[src/rtl/reg_decoder_pkg.sv]
// Shared sizing helpers and types for the register-file write decoder.
package reg_decoder_pkg;

  localparam int COUNT_W     = 16;
  localparam int ADDR_W_DFLT = 5;

  function automatic int nreg(input int addr_w);
    return 1 << addr_w;
  endfunction

  typedef logic [COUNT_W-1:0]              count_t;
  typedef logic [nreg(ADDR_W_DFLT)-1:0]    strobe_t;

endpackage

[src/rtl/one_hot_decoder.sv]
// N-to-2**N one-hot decode with enable; output is all zero when disabled.
module one_hot_decoder #(
  parameter int ADDR_W = 5
) (
  output logic [(1 << ADDR_W)-1:0] out,
  input  logic [ADDR_W-1:0]        in,
  input  logic                     enable
);

  always_comb begin
    out = '0;
    if (enable) out[in] = 1'b1;
  end

endmodule

[src/rtl/reg_write_decoder.sv]
// Registered multi-channel register-file write decoder with fixed channel priority,
// zero-register suppression, stall/flush handling and a saturating write counter.
module reg_write_decoder
  import reg_decoder_pkg::*;
#(
  parameter int ADDR_W      = 5,
  parameter int CH          = 2,
  parameter int ZERO_REG_EN = 1
) (
  input  logic                      clk,
  input  logic                      reset,
  input  logic [CH-1:0]             en,
  input  logic [CH*ADDR_W-1:0]      addr,
  input  logic                      stall,
  input  logic                      flush,
  input  logic                      clr_conflict,
  output logic [nreg(ADDR_W)-1:0]   wr_strobe,
  output logic [CH-1:0]             grant,
  output logic                      conflict,
  output logic                      conflict_sticky,
  output logic [COUNT_W-1:0]        wr_count
);

  localparam int NREG = nreg(ADDR_W);
  localparam int PC_W = $clog2(CH + 1);
  localparam logic [ADDR_W-1:0] ZERO_ADDR = ADDR_W'(NREG - 1);

  typedef logic [NREG-1:0] strobe_w_t;

  logic [CH-1:0]        w_accept;
  logic                 w_conflict;
  strobe_w_t            w_dec [CH];
  strobe_w_t            w_strobe_next;
  logic [PC_W-1:0]      w_pop;
  logic [COUNT_W:0]     w_sum;
  logic [COUNT_W-1:0]   w_count_next;

  strobe_w_t            r_wr_strobe;
  logic [CH-1:0]        r_grant;
  logic                 r_conflict;
  logic                 r_sticky;
  logic [COUNT_W-1:0]   r_wr_count;

  // A channel only loses to a lower-index channel that was itself accepted.
  always_comb begin
    logic [CH-1:0] acc;
    logic          valid;
    logic          taken;
    acc        = '0;
    w_conflict = 1'b0;
    for (int c = 0; c < CH; c++) begin
      valid = en[c] && !((ZERO_REG_EN != 0) && (addr[c*ADDR_W +: ADDR_W] == ZERO_ADDR));
      taken = 1'b0;
      for (int j = 0; j < c; j++) begin
        if (acc[j] && (addr[j*ADDR_W +: ADDR_W] == addr[c*ADDR_W +: ADDR_W])) taken = 1'b1;
      end
      acc[c] = valid && !taken;
      if (valid && taken) w_conflict = 1'b1;
    end
    w_accept = acc;
  end

  for (genvar g = 0; g < CH; g++) begin : g_dec
    one_hot_decoder #(.ADDR_W(ADDR_W)) u_dec (
      .out    (w_dec[g]),
      .in     (addr[g*ADDR_W +: ADDR_W]),
      .enable (w_accept[g])
    );
  end

  always_comb begin
    w_strobe_next = '0;
    w_pop         = '0;
    for (int c = 0; c < CH; c++) begin
      w_strobe_next = w_strobe_next | w_dec[c];
      w_pop         = w_pop + PC_W'(w_accept[c]);
    end
  end

  assign w_sum        = (COUNT_W+1)'(r_wr_count) + (COUNT_W+1)'(w_pop);
  assign w_count_next = w_sum[COUNT_W] ? '1 : w_sum[COUNT_W-1:0];

  always_ff @(posedge clk or negedge reset) begin
    if (!reset) begin
      r_wr_strobe <= '0;
      r_grant     <= '0;
      r_conflict  <= 1'b0;
      r_sticky    <= 1'b0;
      r_wr_count  <= '0;
    end else begin
      if (flush) begin
        r_wr_strobe <= '0;
        r_grant     <= '0;
        r_conflict  <= 1'b0;
      end else if (!stall) begin
        r_wr_strobe <= w_strobe_next;
        r_grant     <= w_accept;
        r_conflict  <= w_conflict;
        r_wr_count  <= w_count_next;
      end
      // Set only when a fresh conflict is actually loaded; set wins over clear.
      if (!flush && !stall && w_conflict) r_sticky <= 1'b1;
      else if (clr_conflict)              r_sticky <= 1'b0;
    end
  end

  assign wr_strobe       = r_wr_strobe;
  assign grant           = r_grant;
  assign conflict        = r_conflict;
  assign conflict_sticky = r_sticky;
  assign wr_count        = r_wr_count;

endmodule

[config.mk]
export PLATFORM = sky130hd
export DESIGN_NAME = reg_write_decoder
export DESIGN_NICKNAME = d
export VERILOG_FILES = /design/src/rtl/reg_decoder_pkg.sv /design/src/rtl/one_hot_decoder.sv /design/src/rtl/reg_write_decoder.sv
export SDC_FILE = /design/constraint.sdc
export NUM_CORES = 1
export LEC_CHECK = 0
export CAP_MARGIN = 10
export CORE_MARGIN = 8
export CORE_UTILIZATION = 44
export DETAILED_ROUTE_END_ITERATION = 7
export PLACE_DENSITY = 0.81
export SKIP_LAST_GASP = 1
export SLEW_MARGIN = 5
export SYNTH_ARGS = -nofsm -noshare
export SYNTH_HDL_FRONTEND = slang
export SYNTH_SLANG_ARGS = --single-unit
[constraint.sdc]
create_clock -name clk -period 1.8 [get_ports clk]
set_input_delay 0.36 -clock clk [delete_from_list [all_inputs] [get_ports clk]]
set_output_delay 0.36 -clock clk [all_outputs]
set_load 0.02 [all_outputs]
# After elaboration in Yosys (flattened, before gate mapping)
# Index checks and enable logic that the tools add are counted.
[word_totals]
in_bits = 17
regBits = 52
wordCells = 51
output_inout_bits = 52
[op_classes]
bitwise_logic = 3
muxes = 17
order_cmp = 4
n_reduce_logical = 16
add_sub_neg = 2
n_eq_ne = 4
[ops]
columns = ["operator", "n"]
rows = [
  ["$mux W32", 4],
  ["$or A32 B32 Y32", 1],
  ["$add A16 B2 Y17", 1],
  ["$mux W16", 1],
  ["$lt A5 B6 Y1 const B", 2],
  ["$demux W1 S5", 2],
  ["$eq A5 B5 Y1 const B", 2],
  ["$ge A5 B1 Y1 const B", 2],
  ["$logic_and A1 B1 Y1", 9],
  ["$mux W1", 8],
  ["$eq A5 B5 Y1", 1],
  ["$logic_not A1 Y1", 5],
  ["$mux W2", 2],
  ["$add A1 B1 Y2", 1],
  ["$ne A2 B1 Y1 const B", 1],
  ["$not A1 Y1", 2],
  ["$reduce_and A2 Y1", 1],
  ["$reduce_bool A2 Y1", 1],
]

# Depth between registers and ports, before layout
# Gate-level depths: netlist of the first run.
[logic_depth]
depth_word = 11
ltp_mapped = 13

# Hierarchy
# From an unflattened synthesis of the first run, not the netlist that was laid out.
[hier_totals]
hier_cells = 381
hier_area_um2 = 2991.6
[by_module_without_submodules]
columns = ["mod", "seq_area_each_um2", "area_per_inst_um2", "cells_each", "n_inst"]
rows = [
  ["reg_write_decoder", 1301.2, 2531.2, 287, 1],
  ["one_hot_decoder", 0.0, 230.2, 47, 2],
]

# Least setup slack after synthesis of the first run
# Ideal clock, no wire load.
[synth_timing]
path_kind = "input to register"
start = "input port addr[7]"
end = "register r_wr_count[11] (netlist: wr_count[11])"
path_buffers = 3
required_time_ns = 1.672
arrival_time_ns = 2.632
cell_stages = 13
slack_ns = -0.960
setup_ns = 0.128
path_cell_list = "buf_2 > xnor2_1 > nand4_2 > o21ai_0 > inv_1 > fa_1 > ha_1 > and4bb_2 > and4_1 > buf_4 > nand3_2 > buf_6 > nand3_1"
[synth_via]
elab_chain_cells = 8
word_cells_on_any_way = 11
cone_classes = "add/sub: 2; eq/ne: 2; mux: 2; reduce/logical: 5"
[synth_rtl]
columns = ["item", "line", "rtl"]
rows = [
  ["start, declared", "reg_write_decoder.sv:13", "input logic [CH*ADDR_W-1:0] addr,"],
  ["$eq A5 B5 Y1", "reg_write_decoder.sv:55", "if (acc[j] && (addr[j*ADDR_W +: ADDR_W] == addr[c*ADDR_W +: ADDR_W])) taken = 1'b1;"],
  ["$logic_and A1 B1 Y1", "reg_write_decoder.sv:55", ""],
  ["$mux W1", "reg_write_decoder.sv:55", ""],
  ["$logic_not A1 Y1", "reg_write_decoder.sv:57", "acc[c] = valid && !taken;"],
  ["$logic_and A1 B1 Y1 *", "reg_write_decoder.sv:57", ""],
  ["$add A1 B1 Y2 *", "reg_write_decoder.sv:76", "w_pop = w_pop + PC_W'(w_accept[c]);"],
  ["$add A16 B2 Y17 *", "reg_write_decoder.sv:80", "assign w_sum = (COUNT_W+1)'(r_wr_count) + (COUNT_W+1)'(w_pop);"],
  ["$mux W16 *", "reg_write_decoder.sv:81", "assign w_count_next = w_sum[COUNT_W] ? '1 : w_sum[COUNT_W-1:0];"],
  ["end signal, assigned", "reg_write_decoder.sv:99", "r_wr_count <= w_count_next;"],
  ["end, declared", "reg_write_decoder.sv:42", "logic [COUNT_W-1:0] r_wr_count;"],
]
# Mark *: on every way between the ends. The rest lies on a longest branch, timed or not.
# A chain may end at the register's enable or synchronous reset.

# Worst setup path in the final report of the first run
[layout_timing]
start = "input port addr[0]"
end = "register r_wr_count[14] (netlist: wr_count[14])"
[layout_via]
elab_chain_cells = 10
word_cells_on_any_way = 11
cone_classes = "add/sub: 2; eq/ne: 2; mux: 2; reduce/logical: 5"
[layout_rtl]
columns = ["item", "line", "rtl"]
rows = [
  ["$eq A5 B5 Y1", "reg_write_decoder.sv:52", "valid = en[c] && !((ZERO_REG_EN != 0) && (addr[c*ADDR_W +: ADDR_W] == ZERO_ADDR));"],
  ["$logic_not A1 Y1", "reg_write_decoder.sv:52", ""],
  ["$logic_and A1 B1 Y1", "reg_write_decoder.sv:52", ""],
  ["$logic_and A1 B1 Y1", "reg_write_decoder.sv:55", ""],
  ["$mux W1", "reg_write_decoder.sv:55", ""],
  ["$logic_not A1 Y1", "reg_write_decoder.sv:57", ""],
  ["$logic_and A1 B1 Y1", "reg_write_decoder.sv:57", ""],
  ["$add A1 B1 Y2 *", "reg_write_decoder.sv:76", ""],
  ["$add A16 B2 Y17 *", "reg_write_decoder.sv:80", ""],
  ["$mux W16 *", "reg_write_decoder.sv:81", ""],
]
# Marked as above.

==> results of run 1 <==
==> flip-flops by register name, indices dropped and copies added, names as in the netlist <==
register	cells
conflict_sticky	1
grant	2
conflict	1
wr_count	16
wr_strobe	32
==> worst register-to-register path, cell delays in order (launching register included) <==
cell	delay (ps)
sky130_fd_sc_hd__dfrtp_1	430
sky130_fd_sc_hd__fa_2	430
sky130_fd_sc_hd__ha_4	170
sky130_fd_sc_hd__and4bb_2	240
sky130_fd_sc_hd__and4_4	210
sky130_fd_sc_hd__and4_1	200
sky130_fd_sc_hd__o21ai_1	140
==> placed cells by master (no fill, tap or decap), types with 3 or more instances in the layout <==
cell,synthesis,final
sky130_fd_sc_hd__dfrtp_1,52,52
sky130_fd_sc_hd__clkdlybuf4s50_1,0,48
sky130_fd_sc_hd__buf_4,2,36
sky130_fd_sc_hd__a22oi_1,28,28
sky130_fd_sc_hd__nand2_1,22,20
sky130_fd_sc_hd__o21ai_1,17,19
sky130_fd_sc_hd__o21ai_0,21,18
sky130_fd_sc_hd__nor2_1,12,12
sky130_fd_sc_hd__nand3_2,1,7
sky130_fd_sc_hd__clkbuf_8,0,7
sky130_fd_sc_hd__buf_6,2,7
sky130_fd_sc_hd__xor2_1,6,6
sky130_fd_sc_hd__xnor2_4,0,5
sky130_fd_sc_hd__inv_1,5,5
sky130_fd_sc_hd__dlygate4sd2_1,0,5
sky130_fd_sc_hd__nand3_1,10,4
sky130_fd_sc_hd__nand4_1,4,4
sky130_fd_sc_hd__and4_1,4,3
sky130_fd_sc_hd__nor3_1,4,3
sky130_fd_sc_hd__a32oi_1,3,3
sky130_fd_sc_hd__nand3b_1,3,3
sky130_fd_sc_hd__nor3_2,4,3
sky130_fd_sc_hd__nand2b_1,3,3
sky130_fd_sc_hd__or3_1,3,3
sky130_fd_sc_hd__buf_12,0,3
sky130_fd_sc_hd__dlymetal6s2s_1,0,3
==> timing repair <==
item                       CTS  global route
pin swaps                   17             2
cloned                       1             0
setup endpoints to repair   23            38
buffers inserted             4             2
gates resized for setup     86            10
==> layer usage <==
layer  track usage [%]  wire, um  vias up
li1                  -         -     1141
met1             23.83      3347     1281
met2             31.43      4349      126
met3             4.006       663       12
met4             6.473       122        0
met5                 0         0        -
==> cells in the mapped netlist (2+ instances only) <==
cell	count	share of area, %
sky130_fd_sc_hd__o21ai_0	21	4.0
sky130_fd_sc_hd__or3b_2	2	0.66
sky130_fd_sc_hd__o2111ai_4	2	2.0
sky130_fd_sc_hd__or3_1	3	0.71
sky130_fd_sc_hd__nor3_1	4	0.76
sky130_fd_sc_hd__inv_1	5	0.71
sky130_fd_sc_hd__and4_1	4	1.3
sky130_fd_sc_hd__nor3_2	4	1.5
sky130_fd_sc_hd__nand3_1	10	1.9
sky130_fd_sc_hd__o21a_1	2	0.57
sky130_fd_sc_hd__dlygate4sd1_1	2	0.66
sky130_fd_sc_hd__and4bb_2	2	0.94
sky130_fd_sc_hd__dfrtp_1	52	49
sky130_fd_sc_hd__buf_6	2	0.85
sky130_fd_sc_hd__o21ai_1	17	3.2
sky130_fd_sc_hd__nand3b_1	3	0.85
sky130_fd_sc_hd__a32oi_1	3	0.99
sky130_fd_sc_hd__nor2_1	12	1.7
sky130_fd_sc_hd__and2_1	2	0.47
sky130_fd_sc_hd__o211ai_4	2	1.6
sky130_fd_sc_hd__a22oi_1	28	7.9
sky130_fd_sc_hd__buf_4	2	0.57
sky130_fd_sc_hd__nand4_1	4	0.94
sky130_fd_sc_hd__buf_2	4	0.76
sky130_fd_sc_hd__xnor2_1	7	2.3
sky130_fd_sc_hd__mux2i_1	2	0.76
sky130_fd_sc_hd__xor2_1	6	2.0
sky130_fd_sc_hd__nand2_1	22	3.1
sky130_fd_sc_hd__a32o_1	2	0.76
sky130_fd_sc_hd__nand2b_1	3	0.71
==> power by group through the flow <==
stage / Combinational (uW) / Sequential (uW) / Clock [uW]
floorplan: 214 / 1390 / 0
global placement: 584 / 1330 / 0
detailed placement: 596 / 1340 / 0
CTS: 620 / 1320 / 725
global route: 688 / 1330 / 768
finish: 641 / 1320 / 722
==> metrics by stage <==
| stage | total power (uW) | hold WS [ps] |
|---|---|---|
| global placement | 1918 | 370.4 |
| finish | 2684 | 33.49 |
| floorplan | 1608 | 64.41 |
| CTS | 2661 | 41.88 |
| global route | 2789 | 49.31 |
| detailed placement | 1936 | 373.6 |
==> cell type report <==
type                    count  area, um2
fillers                   439       1908
multi-input cells         183       1451
flip-flops and latches     52       1301
repair buffers            106       1016
clock buffers               7      96.34
well taps                  75      93.84
inverters                   5      18.77
==> path summary, 6_finish.rpt <==
| path | slack, ps | end | depth (start not counted) |
|---|---|---|---|
| max | -290 | wr_count[14] | 12 |
| min | 30 | wr_strobe[9] | 2 |
| max reg2reg | -90 | wr_count[14] | 6 |
| min reg2reg | 490 | wr_strobe[31] | 1 |
| max in group asynchronous | 1550 | wr_count[11] | 2 |
| min in group clk | 470 | wr_strobe[29] | 4 |
==> logic make-up after synthesis <==
group	Yosys count
compound gates	81
xor+xnor	13
fa+ha+maj	2
buf+inv	15
flops	52
mux	2
simple gates	84
==> impl_summary.txt, run 1 <==
----------------------------------------------------
[Yosys]
  Number of nets produced by synthesis ... 268
  Syn avg cell area ... 10.64 um2
  Count of warnings emitted by yosys ... 0
  Number of synthesized register bits ... 52
  Adder-cell area share of the yosys netlist ... 1.228%
  Mapped Area ... 2649 um2
  Top_reg_cell synth ... sky130_fd_sc_hd__dfrtp_1
  Number of flops mapped to enable cells by yosys ... 0
  Share of cell area taken by muxes after synthesis ... 0.7558%
  Async SR Flop Fraction ... between 90% and 100%
  Sequential share of the synthesized area ... 49.13%
  Number of standard cells after synthesis ... between 200 and 250
  Simple-gate portion of the synthesized area ... 18.85%
  Post-Synth XOR/XNOR Area ... 4.299%
  Share of the synthesized area in compound gates (AO/OA/AOI/OAI) ... ~22%
  Count of unique library cells instantiated by Yosys ... 45
  Dominant combinational cell family by area after synthesis ... compound AO/OA/AOI/OAI gates

[Timing]
  Final hold vios ... 0
  Final critical-path share of the clock period ... 116.0%
  Count of pins over their slew limit ... 0
  RSZ-0062 raised after global routing ... yes
  Final Critical Period ... 2088 ps
  Skew final ... slightly below 2 ps
  Rel. slew slack ... 65.49%
  Maximum operating frequency ... 478.8 MHz
  Sum Neg Setup Slack ... -3582 ps
  Measured slew at the worst slew-check pin ... 513.7 ps
  Final worst slack ... -288.4 ps
  Final-report setup violation count ... 17

[Pwr]
  Switching power summed over all nets ... 816.9 uW
  Leakage component of the power ... around 0.0017 uW
  Share of total power consumed by net switching ... a little under a third
  Clock power share ... 26.9%
  Share of total power in combinational logic ... 23.9%
  Internal Power ... 1867 uW
  Worst-case vdd ir drop ... 0.0003798 V
  Pwr Density ... 674.8 nW/um2
  Sequential power share ... 49.2%

[Setup path]
  Maximum fanout count along the critical path ... 6
  Startpoint of the most critical register-to-register path ... wr_count[0]
  Arrival time worst endpoint ... 2330 ps
  Element type at the critical path end ... flop
  Crit path largest cell delay ... 370 ps
  Ordered list of cells on the worst path ... buf_8 -> buf_6 -> nand3_4 -> o211ai_4 -> o21ai_2 -> inv_1 -> fa_2 -> ha_4 -> and4bb_2 -> and4_4 -> and4_1 -> o21ai_1
  Launching element of the worst setup path ... addr[0]
  Family with the most delay on the worst path ... simple AND/OR/NAND/NOR gates
  Worst Setup Path Type ... primary input to flop
  CP required ... between 2000 and 2500 ps
  Element type at the critical path start ... primary input
  Buffers and inverters on the worst path ... 3
  Worst-path cell with the longest stage delay ... sky130_fd_sc_hd__fa_2

[Routing]
  Via Count ... between 2k and 3k
  Via/cell ratio ... 5.981
  Antenna Violating Nets Remaining ... 0
  Routed wire length per instance ... 19.82 um
  Number of remaining DRC errors ... 0
  First-iteration detailed-routing DRC count ... 206
  Number of detailed-routing iterations run before antenna repair ... 5
  Total wire length after detailed routing ... 8483 um

[Final layout]
  Fraction of final layout cells sized beyond drive strength 1 ... 26.35%
  Area growth from synthesis to layout ... 50.17%
  Number of nets at the end of the flow ... 372
  Final Util ... 67.58%
  Antenna cells ... 0
  Area of all placed cells without fillers ... 3978 um2
  Final Instance Count excl. Fillers ... 428

[Floorplanning]
  Initial cell density of the core ... about 45%
  Number of cell rows ... 28
  Die Outline Area ... between 8000 and 9000 um2
  Height of the chip ... 93.59 um
  I/O pins ... 69
  Area of the core ... between 5000 and 6000 um2
  Width of the chip ... 93.59 um

[Worst hold path]
  Worst hold-check path type ... primary input to async pin

[Placement]
  Weighted congestion reported at the end of routability-driven placement ... 0.9168
  Hpwl dp ... ~5700 um
  Port-buffer cells ... 68
  Placement-stage cell area ... 3685 um2
  Cell count after placement ... 415
  Worst-case setup slack after placement ... -1192 ps

[Clocking]
  CTS tree ... built
  Deepest level of the CTS H-tree ... 2
  Clock slew at the register clock pins of the worst setup and hold paths ... 90 ps
  Latest clock arrival within the worst-skew pair ... a little over 300 ps
  Sinks on Clock Net ... 52
  CTS root buffer ... sky130_fd_sc_hd__clkbuf_8
  Worst-case clock buffer depth ... 2
  CTS hold repair buffers ... 0
  TritonCTS Buffers ... 5

[Status]
  Outcome ... complete, but fails checks
  Failing checks ... negative setup slack

[Global routing]
  Global-route wire length before repair ... 13250 um
  Total routing resource utilization after global routing ... 18.93%
  Overflow left after global routing ... 0
  Number of global-route vias before repair ... 2558
  Largest net degree at the start of global routing ... 53
  Number of antenna violations at the first check in global routing ... 0

[Run]
  Max-capacitance violation count ... 0

----------------------------------------------------
Power figures use the tool's default switching activity.
==> run 2: changes to the inputs <==
--- a/config.mk
+++ b/config.mk
@@ -7,9 +7,10 @@
 export LEC_CHECK = 0
 export CAP_MARGIN = 10
 export CORE_MARGIN = 8
-export CORE_UTILIZATION = 44
+export CORE_UTILIZATION = 57
 export DETAILED_ROUTE_END_ITERATION = 7
-export PLACE_DENSITY = 0.81
+export DONT_BUFFER_PORTS = 1
+export PLACE_DENSITY = 0.8
 export SKIP_LAST_GASP = 1
 export SLEW_MARGIN = 5
 export SYNTH_ARGS = -nofsm -noshare
==> run 2 against run 1 <==
  * The run still ends with negative setup slack left
  * Sequential share of layout area up 8.6 points
  * Cell count down 23%
  * Flip-flop and latch count unchanged
  * Clock power down 5.5%
  * Clock skew up 2.2 ps
  * Critical path type unchanged
  * Critical endpoint unchanged
  * Largest cell class unchanged
  * Largest power group unchanged
  * Highest routed layer unchanged
==> impl_summary.txt, run 2 (synthesis gave the netlist of run 1 again) <==
----------------------------------------------------
[Status]
  Outcome ... complete, but fails checks
  Failing checks ... negative setup slack

[Global routing]
  Overflow left after global routing ... 0 (unchanged)
  Global-route wire length before repair ... 11560 um (-13%)
  Largest net degree at the start of global routing ... 53 (unchanged)
  Number of antenna violations at the first check in global routing ... 0 (unchanged)
  Number of global-route vias before repair ... 2129 (-17%)
  Met2 usage ... 34.19% (+2.8 points)
  Total routing resource utilization after global routing ... 20.14% (+1.2 points)
  Global routing's busiest layer ... met2
  Global routing usage on met1 ... 22.71% (-1.1 points)
  Global-route met3 utilization ... 7.841% (+3.8 points)

[Floorplanning]
  Width of the chip ... 84.17 um (-10%)
  Height of the chip ... 84.17 um (-10%)
  Initial cell density of the core ... 57.61% (+13 points)
  Die Outline Area ... 7085 um2 (-19%)
  I/O pins ... 69 (unchanged)
  Area of the core ... 4598 um2 (-22%)
  Number of cell rows ... 25 (-11%)

[Timing]
  Final-report setup violation count ... 16 (-1)
  Final Critical Period ... 1897 ps (-190.9 ps)
  Sum Neg Setup Slack ... -631.4 ps (+2951 ps)
  Final hold vios ... 0 (unchanged)
  Skew final ... 4.110 ps (+2.162 ps)
  Final critical-path share of the clock period ... 105.4% (-11 points)
  Final worst slack ... -97.48 ps (+190.9 ps)
  Measured slew at the worst slew-check pin ... 533.3 ps (+19.67 ps)
  RSZ-0062 raised after global routing ... yes
  Maximum operating frequency ... 527.0 MHz (+10%)
  Count of pins over their slew limit ... 0 (unchanged)
  Rel. slew slack ... 64.17% (-1.3 points)

[Setup path]
  Launching element of the worst setup path ... addr[5]
  Element type at the critical path end ... flop
  Element type at the critical path start ... primary input
  Maximum fanout count along the critical path ... 6 (unchanged)
  Startpoint of the most critical register-to-register path ... wr_count[0]
  Worst reg-to-reg setup slack ... -40 ps (+50 ps)
  Crit path largest cell delay ... 360 ps (about the same)
  Worst-path cell with the longest stage delay ... sky130_fd_sc_hd__fa_2
  Arrival time worst endpoint ... 2130 ps (-200 ps)
  Worst Setup Path Type ... primary input to flop
  Ordered list of cells on the worst path ... xnor2_4 -> o211ai_4 -> o21ai_1 -> inv_1 -> fa_2 -> ha_4 -> and4bb_2 -> and4_4 -> and4_1 -> o21ai_1
  CP required ... 2040 ps (about the same)
  Most frequent cell on the critical path ... sky130_fd_sc_hd__o21ai_1

[Final layout]
  Fillers ... 347 (-21%)
  Antenna cells ... 0 (unchanged)
  Area growth from synthesis to layout ... 18.85%
  Final Instance Count excl. Fillers ... 331 (-23%)
  Flip-flop count of the largest register after layout ... 32 (unchanged)
  Fraction of final layout cells sized beyond drive strength 1 ... 24.55% (-1.8 points)
  Most common cell after layout, fill and taps aside ... sky130_fd_sc_hd__dfrtp_1
  Leading cell types in the layout, fill and taps excluded ... 52 x sky130_fd_sc_hd__dfrtp_1, 28 x sky130_fd_sc_hd__a22oi_1, 26 x sky130_fd_sc_hd__buf_4, 21 x sky130_fd_sc_hd__nand2_1
  Number of nets at the end of the flow ... 295 (-21%)

[Placement]
  Hpwl dp ... 4936 um (-14%)
  Weighted congestion reported at the end of routability-driven placement ... 0.8275 (-9.7%)
  Port-buffer cells ... 0 (-100%)
  Worst-case setup slack after placement ... -646.9 ps (+545.1 ps)
  Cell count after placement ... 319 (-23%)

[Routing]
  Antenna Violating Nets Remaining ... 0 (unchanged)
  Routed wire length per instance ... 21.19 um (+6.9%)
  Number of detailed-routing iterations run before antenna repair ... 4 (-1)
  First-iteration detailed-routing DRC count ... 145 (-30%)
  Number of remaining DRC errors ... 0 (unchanged)
  Total wire length after detailed routing ... 7013 um (-17%)
  Via/cell ratio ... 6.619 (+11%)
  Via Count ... 2191 (-14%)

[Clocking]
  Deepest level of the CTS H-tree ... 2 (unchanged)
  Sinks on Clock Net ... 52 (unchanged)
  Latest clock arrival within the worst-skew pair ... 310 ps (about the same)
  TritonCTS Buffers ... 5 (unchanged)
  Clock slew at the register clock pins of the worst setup and hold paths ... 90 ps (about the same)
  CTS root buffer ... sky130_fd_sc_hd__clkbuf_8
  Worst-case clock buffer depth ... 2 (unchanged)
  CTS tree ... built

[Pwr]
  Share of total power in combinational logic ... 21.4% (-2.5 points)
  Share of total power consumed by net switching ... 29.42% (-1.0 points)
  Leakage component of the power ... 0.001334 uW (-22%)
  Sequential power share ... 51.3% (+2.1 points)
  Clock power share ... 27.3% (+0.4 points)
  Internal Power ... 1763 uW (-5.6%)
  Switching power summed over all nets ... 734.8 uW (-10%)
  Pwr Density ... 793.5 nW/um2 (+18%)
  Worst-case vdd ir drop ... 0.0005893 V (+55%)

[Worst hold path]
  Worst hold-check path type ... primary input to flop
  Startpoint of the worst hold path ... flush

[Run]
  Max-capacitance violation count ... 0 (unchanged)

----------------------------------------------------
[run 2: power by group through the flow]
stage | Combinational [uW] | Sequential (uW) | Clock, uW
after global placement | 450 | 1300 | 0
after global routing | 585 | 1290 | 741
after detailed placement | 462 | 1310 | 0
final | 535 | 1280 | 682
after CTS | 528 | 1280 | 697
after floorplan | 214 | 1390 | 0
[run 2: worst paths after layout]
| check | end | cells past startpoint |
|---|---|---|
| max | wr_count[14] | 10 |
| min | grant[0] | 1 |
| max reg2reg | wr_count[14] | 6 |
| max in group asynchronous | wr_count[0] | 2 |
| min in group asynchronous | wr_strobe[4] | 2 |
| min reg2reg | grant[1] | 2 |
[run 2: stage by stage]
stage,utilization [%],area (um2),hold WS [ps],power (uW)
final,68.46,3148,120.3,2498
after global placement,63.18,2905,66.32,1752
after global routing,68.46,3148,109.3,2616
after detailed placement,63.18,2905,65.97,1767
after CTS,68.16,3134,114.2,2508
after floorplan,-,2743,64.41,1608
[run 2: worst max-delay path, delay by kind of cell]
kind	cells	cell delay [ps]
and+or+nand+nor	3	660
adders and majority gates	2	530
AOI/OAI and AO/OA	3	360
xor gates and xnor gates	1	160
buffers and inverters	1	70
[run 2: what timing repair did]
action | in CTS | in global routing
endpoints found under the setup margin | 16 | 16
hold buffers | 2 | 0
buffers inserted | 1 | 0
resized for setup | 13 | 3
gates cloned | 1 | 0
pin swaps | 5 | 2
hold endpoints to repair | 52 | 0
[run 2: cell type report]
| type | count | area [um2] | area share [%] |
|---|---|---|---|
| Multi-Input combinational cell | 183 | 1423 | 45.19 |
| Sequential cell | 52 | 1301 | 41.34 |
| Clock inverter | 1 | 7.507 | 0.2385 |
| Clock buffer | 7 | 86.33 | 2.742 |
| Tap cell | 54 | 67.56 | 2.146 |
| Timing Repair Buffer | 29 | 244.0 | 7.750 |
| Inverter | 5 | 18.77 | 0.5962 |
[run 2: routing by layer]
layer  share of wire (%)  up-vias
met1                  38     1116
met2                  52       82
met4                0.91        0
met5                   0        -
met3                 9.1        8
li1                    -      985
==> run 3: changes to the inputs <==
--- a/config.mk
+++ b/config.mk
@@ -12,7 +12,7 @@
 export DONT_BUFFER_PORTS = 1
 export PLACE_DENSITY = 0.8
 export SKIP_LAST_GASP = 1
-export SLEW_MARGIN = 5
+export SLEW_MARGIN = 20
 export SYNTH_ARGS = -nofsm -noshare
 export SYNTH_HDL_FRONTEND = slang
 export SYNTH_SLANG_ARGS = --single-unit
==> results of run 3 <==
The final DEF is identical to that of run 2; final timing and power are the same.
